## src/rtl/s74194_seq_ctrl.sv

```systemverilog
// s74194_seq_ctrl
//   Sequencer for one s74194 bidirectional universal shift register. Accepts a
//   word over a valid/ready handshake, parallel-loads it into the register,
//   then issues WIDTH shifts in the direction sampled at the handshake and
//   captures the register's parallel output as the received word. Together
//   with the register this forms a full-duplex serialise/deserialise engine.
//
//   Optional build macro: SR_CTRL_ROTATE_EN adds the rotate input; when it was
//   high at the handshake the register's serial output is fed back into its
//   serial input, so the transfer rotates the word through the register.
//
// Parameters
//   WIDTH       register width and number of shifts per transfer
//   GAP_CYCLES  idle cycles inserted after each transfer before tx_ready
//
// Ports
//   clk                 rising-edge clock
//   rst                 asynchronous active-low reset
//   tx_data/valid/ready word to send (handshake accepted in IDLE only)
//   dir                 0 = shift right, 1 = shift left (sampled at handshake)
//   shift_en            0 pauses shifting (register held)
//   ser_in              external serial stream for the register
//   rotate              rotate through the register (SR_CTRL_ROTATE_EN only)
//   sr_mode/pin/sin     drive the s74194 mode, parallel and serial inputs
//   sr_sout/pout        s74194 serial and parallel outputs
//   rx_data/rx_valid    captured word and its one-cycle strobe
//   busy                high whenever a transfer or gap is in progress
module s74194_seq_ctrl #(
    parameter int WIDTH      = 8,
    parameter int GAP_CYCLES = 0
) (
    input  logic             clk,
    input  logic             rst,
    input  logic [WIDTH-1:0] tx_data,
    input  logic             tx_valid,
    output logic             tx_ready,
    input  logic             dir,
    input  logic             shift_en,
    input  logic             ser_in,
`ifdef SR_CTRL_ROTATE_EN
    input  logic             rotate,
`endif
    output logic [1:0]       sr_mode,
    output logic [WIDTH-1:0] sr_pin,
    output logic             sr_sin,
    input  logic             sr_sout,
    input  logic [WIDTH-1:0] sr_pout,
    output logic [WIDTH-1:0] rx_data,
    output logic             rx_valid,
    output logic             busy
);

    localparam int CW = $clog2(WIDTH) + 1;
    // gap counter runs 0..GAP_CYCLES-1
    localparam int GW = (GAP_CYCLES > 1) ? $clog2(GAP_CYCLES) : 1;

    localparam logic [1:0] MODE_HOLD  = 2'b00;
    localparam logic [1:0] MODE_RIGHT = 2'b01;
    localparam logic [1:0] MODE_LEFT  = 2'b10;
    localparam logic [1:0] MODE_LOAD  = 2'b11;

    typedef enum logic [2:0] {
        IDLE,
        LOAD,
        SHIFT,
        DONE,
        GAP
    } state_t;

    state_t           state_q, state_d;
    logic [CW-1:0]    count_q, count_d;
    logic [GW-1:0]    gap_q, gap_d;
    logic [WIDTH-1:0] data_q, data_d;
    logic             dir_q, dir_d;
    logic [WIDTH-1:0] rx_data_q, rx_data_d;
    logic             rx_valid_q, rx_valid_d;
`ifdef SR_CTRL_ROTATE_EN
    logic             rotate_q, rotate_d;
`endif

    always_ff @(posedge clk or negedge rst) begin
        if (!rst) begin
            state_q    <= IDLE;
            count_q    <= '0;
            gap_q      <= '0;
            data_q     <= '0;
            dir_q      <= 1'b0;
            rx_data_q  <= '0;
            rx_valid_q <= 1'b0;
`ifdef SR_CTRL_ROTATE_EN
            rotate_q   <= 1'b0;
`endif
        end else begin
            state_q    <= state_d;
            count_q    <= count_d;
            gap_q      <= gap_d;
            data_q     <= data_d;
            dir_q      <= dir_d;
            rx_data_q  <= rx_data_d;
            rx_valid_q <= rx_valid_d;
`ifdef SR_CTRL_ROTATE_EN
            rotate_q   <= rotate_d;
`endif
        end
    end

    always_comb begin
        state_d    = state_q;
        count_d    = count_q;
        gap_d      = gap_q;
        data_d     = data_q;
        dir_d      = dir_q;
        rx_data_d  = rx_data_q;
        rx_valid_d = 1'b0;
`ifdef SR_CTRL_ROTATE_EN
        rotate_d   = rotate_q;
`endif
        sr_mode    = MODE_HOLD;
        tx_ready   = 1'b0;

        case (state_q)
            IDLE: begin
                tx_ready = 1'b1;
                if (tx_valid) begin
                    data_d  = tx_data;
                    dir_d   = dir;
`ifdef SR_CTRL_ROTATE_EN
                    rotate_d = rotate;
`endif
                    state_d = LOAD;
                end
            end
            LOAD: begin
                sr_mode = MODE_LOAD;
                count_d = '0;
                state_d = SHIFT;
            end
            SHIFT: begin
                if (shift_en) begin
                    sr_mode = dir_q ? MODE_LEFT : MODE_RIGHT;
                    count_d = count_q + CW'(1);
                    if (count_q == CW'(WIDTH - 1)) begin
                        state_d = DONE;
                    end
                end
            end
            DONE: begin
                // register has absorbed the last shift; its contents are final
                rx_data_d  = sr_pout;
                rx_valid_d = 1'b1;
                gap_d      = '0;
                state_d    = (GAP_CYCLES > 0) ? GAP : IDLE;
            end
            GAP: begin
                gap_d = gap_q + GW'(1);
                if (gap_q == GW'(GAP_CYCLES - 1)) begin
                    state_d = IDLE;
                end
            end
            default: begin
                state_d = IDLE;
            end
        endcase
    end

    assign sr_pin   = data_q;
    assign busy     = (state_q != IDLE);
    assign rx_data  = rx_data_q;
    assign rx_valid = rx_valid_q;

`ifdef SR_CTRL_ROTATE_EN
    assign sr_sin = rotate_q ? sr_sout : ser_in;
`else
    assign sr_sin = ser_in;
    logic unused_sout;
    assign unused_sout = sr_sout;
`endif

endmodule

```

## config.mk

```make
export PLATFORM = sky130hd
export DESIGN_NAME = s74194_seq_ctrl
export DESIGN_NICKNAME = d
export VERILOG_FILES = /design/src/rtl/s74194_seq_ctrl.sv
export SDC_FILE = /design/constraint.sdc
export NUM_CORES = 1
export LEC_CHECK = 0
export ABC_AREA = 1
export BUFFER_PORTS_ARGS = -buffer_cell sky130_fd_sc_hd__buf_2
export CORE_ASPECT_RATIO = 0.9
export CORE_MARGIN = 10
export CORE_UTILIZATION = 41
export DETAILED_ROUTE_END_ITERATION = 16
export HOLD_SLACK_MARGIN = 0.05
export PLACE_DENSITY = 0.71
export SYNTH_ARGS = -nofsm -noshare
export SYNTH_HDL_FRONTEND = slang
export SYNTH_SLANG_ARGS = --single-unit
```

## constraint.sdc

```tcl
create_clock -name clk -period 1.35 [get_ports clk]
set_clock_uncertainty 0.15 [all_clocks]
set_input_delay 0.135 -clock clk [delete_from_list [all_inputs] [get_ports clk]]
set_output_delay 0.135 -clock clk [all_outputs]
set_load 0.01 [all_outputs]
```

==> results of run 1 <==
==> critical path, stage by stage, from the launching register on <==
cell and delay [ns]:
dfrtp_1 0.42, inv_2 0.11, ha_4 0.17, nand2_4 0.06, nor2_1 0.09, nor2_1 0.05, nor2_1 0.13, buf_2 0.17
==> where the power goes <==
| group | internal, µW | switching, µW |
|---|---|---|
| sequential | 1040 | 223 |
| combinational | 1430 | 1420 |
| clock | 300 | 239 |
==> registers in the layout (all words and copies together), names as in the netlist <==
signal	count
rx_valid	1
count_q	4
rx_data	8
state_q	2
sr_pin	8
dir_q	1
==> cells in the mapped netlist (all sizes together) <==
library cell | count | area share, %
buf | 4 | 2.9
ha | 6 | 6.4
nand2 | 40 | 14
dfrtp | 24 | 52
nor2 | 6 | 2.1
nand3 | 16 | 6.9
inv | 13 | 4.2
o21ai | 2 | 0.86
mux2 | 8 | 10
a21oi | 1 | 0.43
==> metal layers <==
metal | part of all wire (%) | wire length (µm)
met1 | 38 | 1620
met2 | 51 | 2150
met3 | 6.4 | 273
met4 | 5.0 | 211
met5 | 0 | 0
==> timing repair <==
item / CTS / global route
pin swaps: 4 / 16
resized for setup: 17 / 40
hold buffers: 19 / 0
gates cloned: 0 / 1
endpoints found under the setup margin: 18 / 27
setup buffers: 9 / 3
endpoints found under the hold margin: 41 / 0
==> placed cells by master, fill, tap and decap left out, drive strengths merged <==
| master | Yosys | routed |
|---|---|---|
| a21oi | 1 | 1 |
| buf | 4 | 59 |
| bufinv | 0 | 1 |
| clkbuf | 0 | 3 |
| dfrtp | 24 | 24 |
| dlygate4sd3 | 0 | 19 |
| ha | 6 | 6 |
| inv | 13 | 13 |
| mux2 | 8 | 8 |
| nand2 | 40 | 41 |
| nand3 | 16 | 16 |
| nor2 | 6 | 6 |
| o21ai | 2 | 2 |
==> cells by family (layout without fill, tap and decap cells) <==
logic type / after synthesis / in the layout / share of synthesized area (%)
fa+ha+maj: 6 / 6 / 6.44
buf+inv: 17 / 95 / 7.08
compound gates: 3 / 3 / 1.29
flops: 24 / 24 / 51.5
mux: 8 / 8 / 10.3
simple gates: 62 / 63 / 23.4
==> stage by stage <==
stage,util (%),power (µW),setup WS (ns),hold WS [ns],cell area [µm²]
4_1_cts,68.1,4040,-0.380,0.0929,1860
6_report,74.1,4650,-0.460,0.113,2020
3_5_place_dp,53.4,3010,-0.174,0.00710,1450
5_1_grt,74.1,4930,-0.582,0.109,2020
3_3_place_gp,53.4,2950,-0.112,-0.00422,1450
2_1_floorplan,-,2340,0.00711,-0.311,1170
==> path summary, 6_finish.rpt <==
path	slack [ns]	end	cells after the start	start
hold reg to reg	0.34	sr_pin[5]	2	sr_pin[5]
setup reg to reg	-0.17	rx_data[7]	5	state_q[0]
max in group asynchronous	0.49	state_q[1]	2	rst
setup / recovery	-0.46	sr_mode[0]	7	state_q[0]
min in group asynchronous	0.16	rx_data[5]	2	rst
hold / removal	0.11	count_q[1]	6	shift_en
==> final cells by class <==
class / instances / area, µm²
repair buffers: 78 / 598
well taps: 40 / 50.0
fillers: 166 / 707
clock buffers: 3 / 22.5
multi-input cells: 80 / 664
flip-flops and latches: 24 / 602
clock inverters: 1 / 30.0
inverters: 13 / 51.3
==> metrics.txt, run 1 <==
syn_area_per_cell=9.72 µm²; die area=5380 µm²; Setup CP Type=flip-flop to primary output; fin crit period=1.81 ns; Netlist cell types=15; RSZ-0062 raised after global routing=yes; first-pass GRT wire length=6020 µm; Pins Over Slew Limit=0; largest net degree at the start of global routing=25; CTS sink cnt=24; GR Overflow Total=0; initial DRC count=67; Yosys reg bits=24; CP Capture Type=primary output; TNS Setup=-3.58 ns; diode count=0; DRC viols=0; Clk Latency, worst-skew pair=0.32 ns; post-route ant nets=0; Placed Instances=205; via count=1170; CTS root buf=clkbuf_4; GR Util met1=15.2%; Die W=76.2 µm; total wire length=4260 µm; average routed wire per standard cell=17.8 µm; CTS tree=yes; std cell rows=18; Relative slew margins=62.9%; CTS Buffer Depth=2; H-tree levels=1; Layout Area Growth over Synthesis=73.1%; Port-buffer cells=41; worst hold path class=primary input to flip-flop; Max VDD drop=0.906 mV; pwr dens=2300 nW/µm²; failing checks=setup timing; YS warnings=0; Initial Util=42.8%; Gate Count Post-Synth=120; Detailed Place HPWL=2260 µm; Final Hold Violating Endpoints=0; leak pwr=0.00103 µW; core area=2730 µm²; Critical Path AT=1.53 ns; Final period util=134%; DR pass1 iterations=6; Highest Clock Rate=552 MHz; CTS Buf Count=3; Vias/cell=4.90; layout cells sized above 1=58.3%; Slew @ Worst Pin=0.556 ns; Seq/Total Area, Yosys=51.5%; initial antenna violation count=0; WP data required=1.07 ns; GR Layer Usage met2=24.7%; final setup fails=24; GRT busiest layer=met2; GPL Wtd Cong=0.814; status=complete, but fails checks; final std cells w/o fill=239; Die Height=70.6 µm; startpoint types=flip-flop; net count after synthesis=149; setup ws final=-0.460 ns; crit path max fanout=3; Reg clk slew, reported paths=0.14 ns; Final Net Count=229; max-capacitance violation count=0; M3 GR Usage=2.15%; io pins=45; Post-Syn Area=1170 µm²; vias in the first global route=1200; Total GRT Usage=13.5%
Note: power is estimated with default switching activity, not from simulation.
==> inputs of run 2 (changes only) <==
REMOVE_ABC_BUFFERS = 1   (was unset)
==> run 2 against run 1 <==
The run still ends with setup timing left. Largest power group unchanged. Die area is the same. Power shrank 10%. Clock power shrank 29%. First-iteration DRC count shrank 43%. Highest routed layer unchanged. Via count shrank 6.0%. Maximum frequency grew 4.2%. Sequential power is essentially flat. Utilization shrank 3.7 points.
==> metrics.txt, run 2 (synthesis results as in run 1) <==
average routed wire per standard cell=14.9 µm; worst r2r src=state_q[1]; Most common cell on crit path=inv_2; final std cells w/o fill=238; CP max stage delay=0.43 ns; setup ws final=-0.387 ns; H-tree levels=1; RSZ-0062 raised after global routing=yes; commonest non-fill, non-tap cell in the layout=buf_2; io pins=45; Critical Path AT=1.45 ns; crit path max fanout=3; Die Height=70.6 µm; commonest non-fill, non-tap cells in the layout=buf_2 (39), nand2_1 (26), dfrtp_1 (23); fill cell count=200; CP max-delay cell=dfrtp_1; DRC viols=0; Final Hold Violating Endpoints=0; post-route ant nets=0; WP data required=1.07 ns; Util after Layout=70.4%; hold_sp=shift_en; Initial Util=42.8%; Final Net Count=228; Pins Over Slew Limit=0; Total GRT Usage=12.6%; Placed Instances=205; failing checks=setup timing; via count=1100; die area=5380 µm²; Setup CP Type=flip-flop to primary output; final setup fails=23; initial antenna violation count=0; worst hold path class=primary input to flip-flop; Top delay family on crit path=flip-flops; Die W=76.2 µm; largest net degree at the start of global routing=25; Reg clk slew, reported paths=0.14 ns; TNS Setup=-3.33 ns; crit path from=state_q[0]; GR Overflow Total=0; Port-buffer cells=41; initial DRC count=38; GPL Wtd Cong=0.773; first-pass GRT wire length=5760 µm; CP Capture Type=primary output; diode count=0; Clk Latency, worst-skew pair=0.32 ns; CTS tree=yes; Final period util=129%; vias in the first global route=1276; CTS Buffer Depth=2; Layout Area Growth over Synthesis=64.5%; Slew @ Worst Pin=0.531 ns; CTS root buf=clkbuf_4; max-capacitance violation count=0; Highest Clock Rate=576 MHz; total wire length=3550 µm; leak pwr=0.00101 µW; Relative slew margins=64.6%; startpoint types=flip-flop; DR pass1 iterations=4; Max VDD drop=1.24 mV; std cell rows=18; CTS Buf Count=3; layout cells sized above 1=52.0%; pwr dens=2170 nW/µm²; CP Buf/Inv Count=3; status=complete, but fails checks; Vias/cell=4.62; Detailed Place HPWL=2190 µm; worst-path cell chain=inv_2 > ha_4 > nand2_4 > inv_2 > nand2_2 > a21oi_2 > buf_2; CTS sink cnt=24; core area=2730 µm²; fin crit period=1.74 ns
run 2: changes by cell type in the layout (fill, tap and decap cells not counted), moves of 2 or more:
cell	delta
nand2_2	-8
nand3_1	+7
nand2_1	+6
nand3_2	-6
nand2_4	+3
buf_4	+2
nor2_1	-2
nor2_2	+2
run 2: path summary, 6_finish.rpt:
path | to | slack (ns) | depth (start not counted)
min in group asynchronous | state_q[1] | 0.15 | 2
setup reg to reg | rx_data[0] | -0.24 | 5
hold reg to reg | sr_pin[1] | 0.34 | 2
hold / removal | state_q[1] | 0.11 | 7
setup / recovery | sr_mode[1] | -0.39 | 7
max in group asynchronous | state_q[1] | 0.52 | 2
run 2: cell type report:
| type | instances | area, µm² | share of cell area, % |
|---|---|---|---|
| multi-input combinational | 80 | 612 | 31.9 |
| sequential | 24 | 602 | 31.4 |
| timing repair buffer | 77 | 567 | 29.5 |
| inverter | 13 | 51.3 | 2.67 |
| tap | 40 | 50.0 | 2.61 |
| clock buffer | 4 | 36.3 | 1.89 |
run 2: timing repair:
| item | 4_1_cts | 5_1_grt |
|---|---|---|
| gates resized for setup | 26 | 19 |
| hold endpoints to repair | 41 | 0 |
| cloned | 1 | 0 |
| pin swaps | 9 | 11 |
| hold buffers | 19 | 0 |
| buffers inserted | 7 | 5 |
| setup endpoints to repair | 27 | 27 |
run 2: power breakdown:
part	total (µW)	switching (µW)	internal, µW
sequential	1230	196	1030
combinational	2550	1230	1320
clock	385	220	165
total	4170	1650	2520
run 2: worst reg2reg max path, stage by stage (launching register included):
cell	delay [ns]
dfrtp_2	0.47
buf_4	0.15
buf_6	0.12
ha_4	0.17
buf_12	0.13
mux2_4	0.29
run 2: per-layer routing:
metal	routed length, µm	vias up	track usage, %
li1	-	533	-
met1	1300	512	12.7
met2	1890	45	23.6
met3	307	10	4.80
met4	49	0	3.92
met5	0	-	0
run 2: stage by stage:
stage	setup slack (ns)	hold WS, ns	total power [µW]	cell area, µm²
final	-0.387	0.112	4170	1920
after floorplan	-0.148	-0.311	2260	1130
after detailed placement	-0.0792	-0.000867	3030	1460
after CTS	-0.368	0.0978	3920	1840
after global routing	-0.468	0.120	4490	1920
after global placement	-0.0334	-0.00877	2970	1460
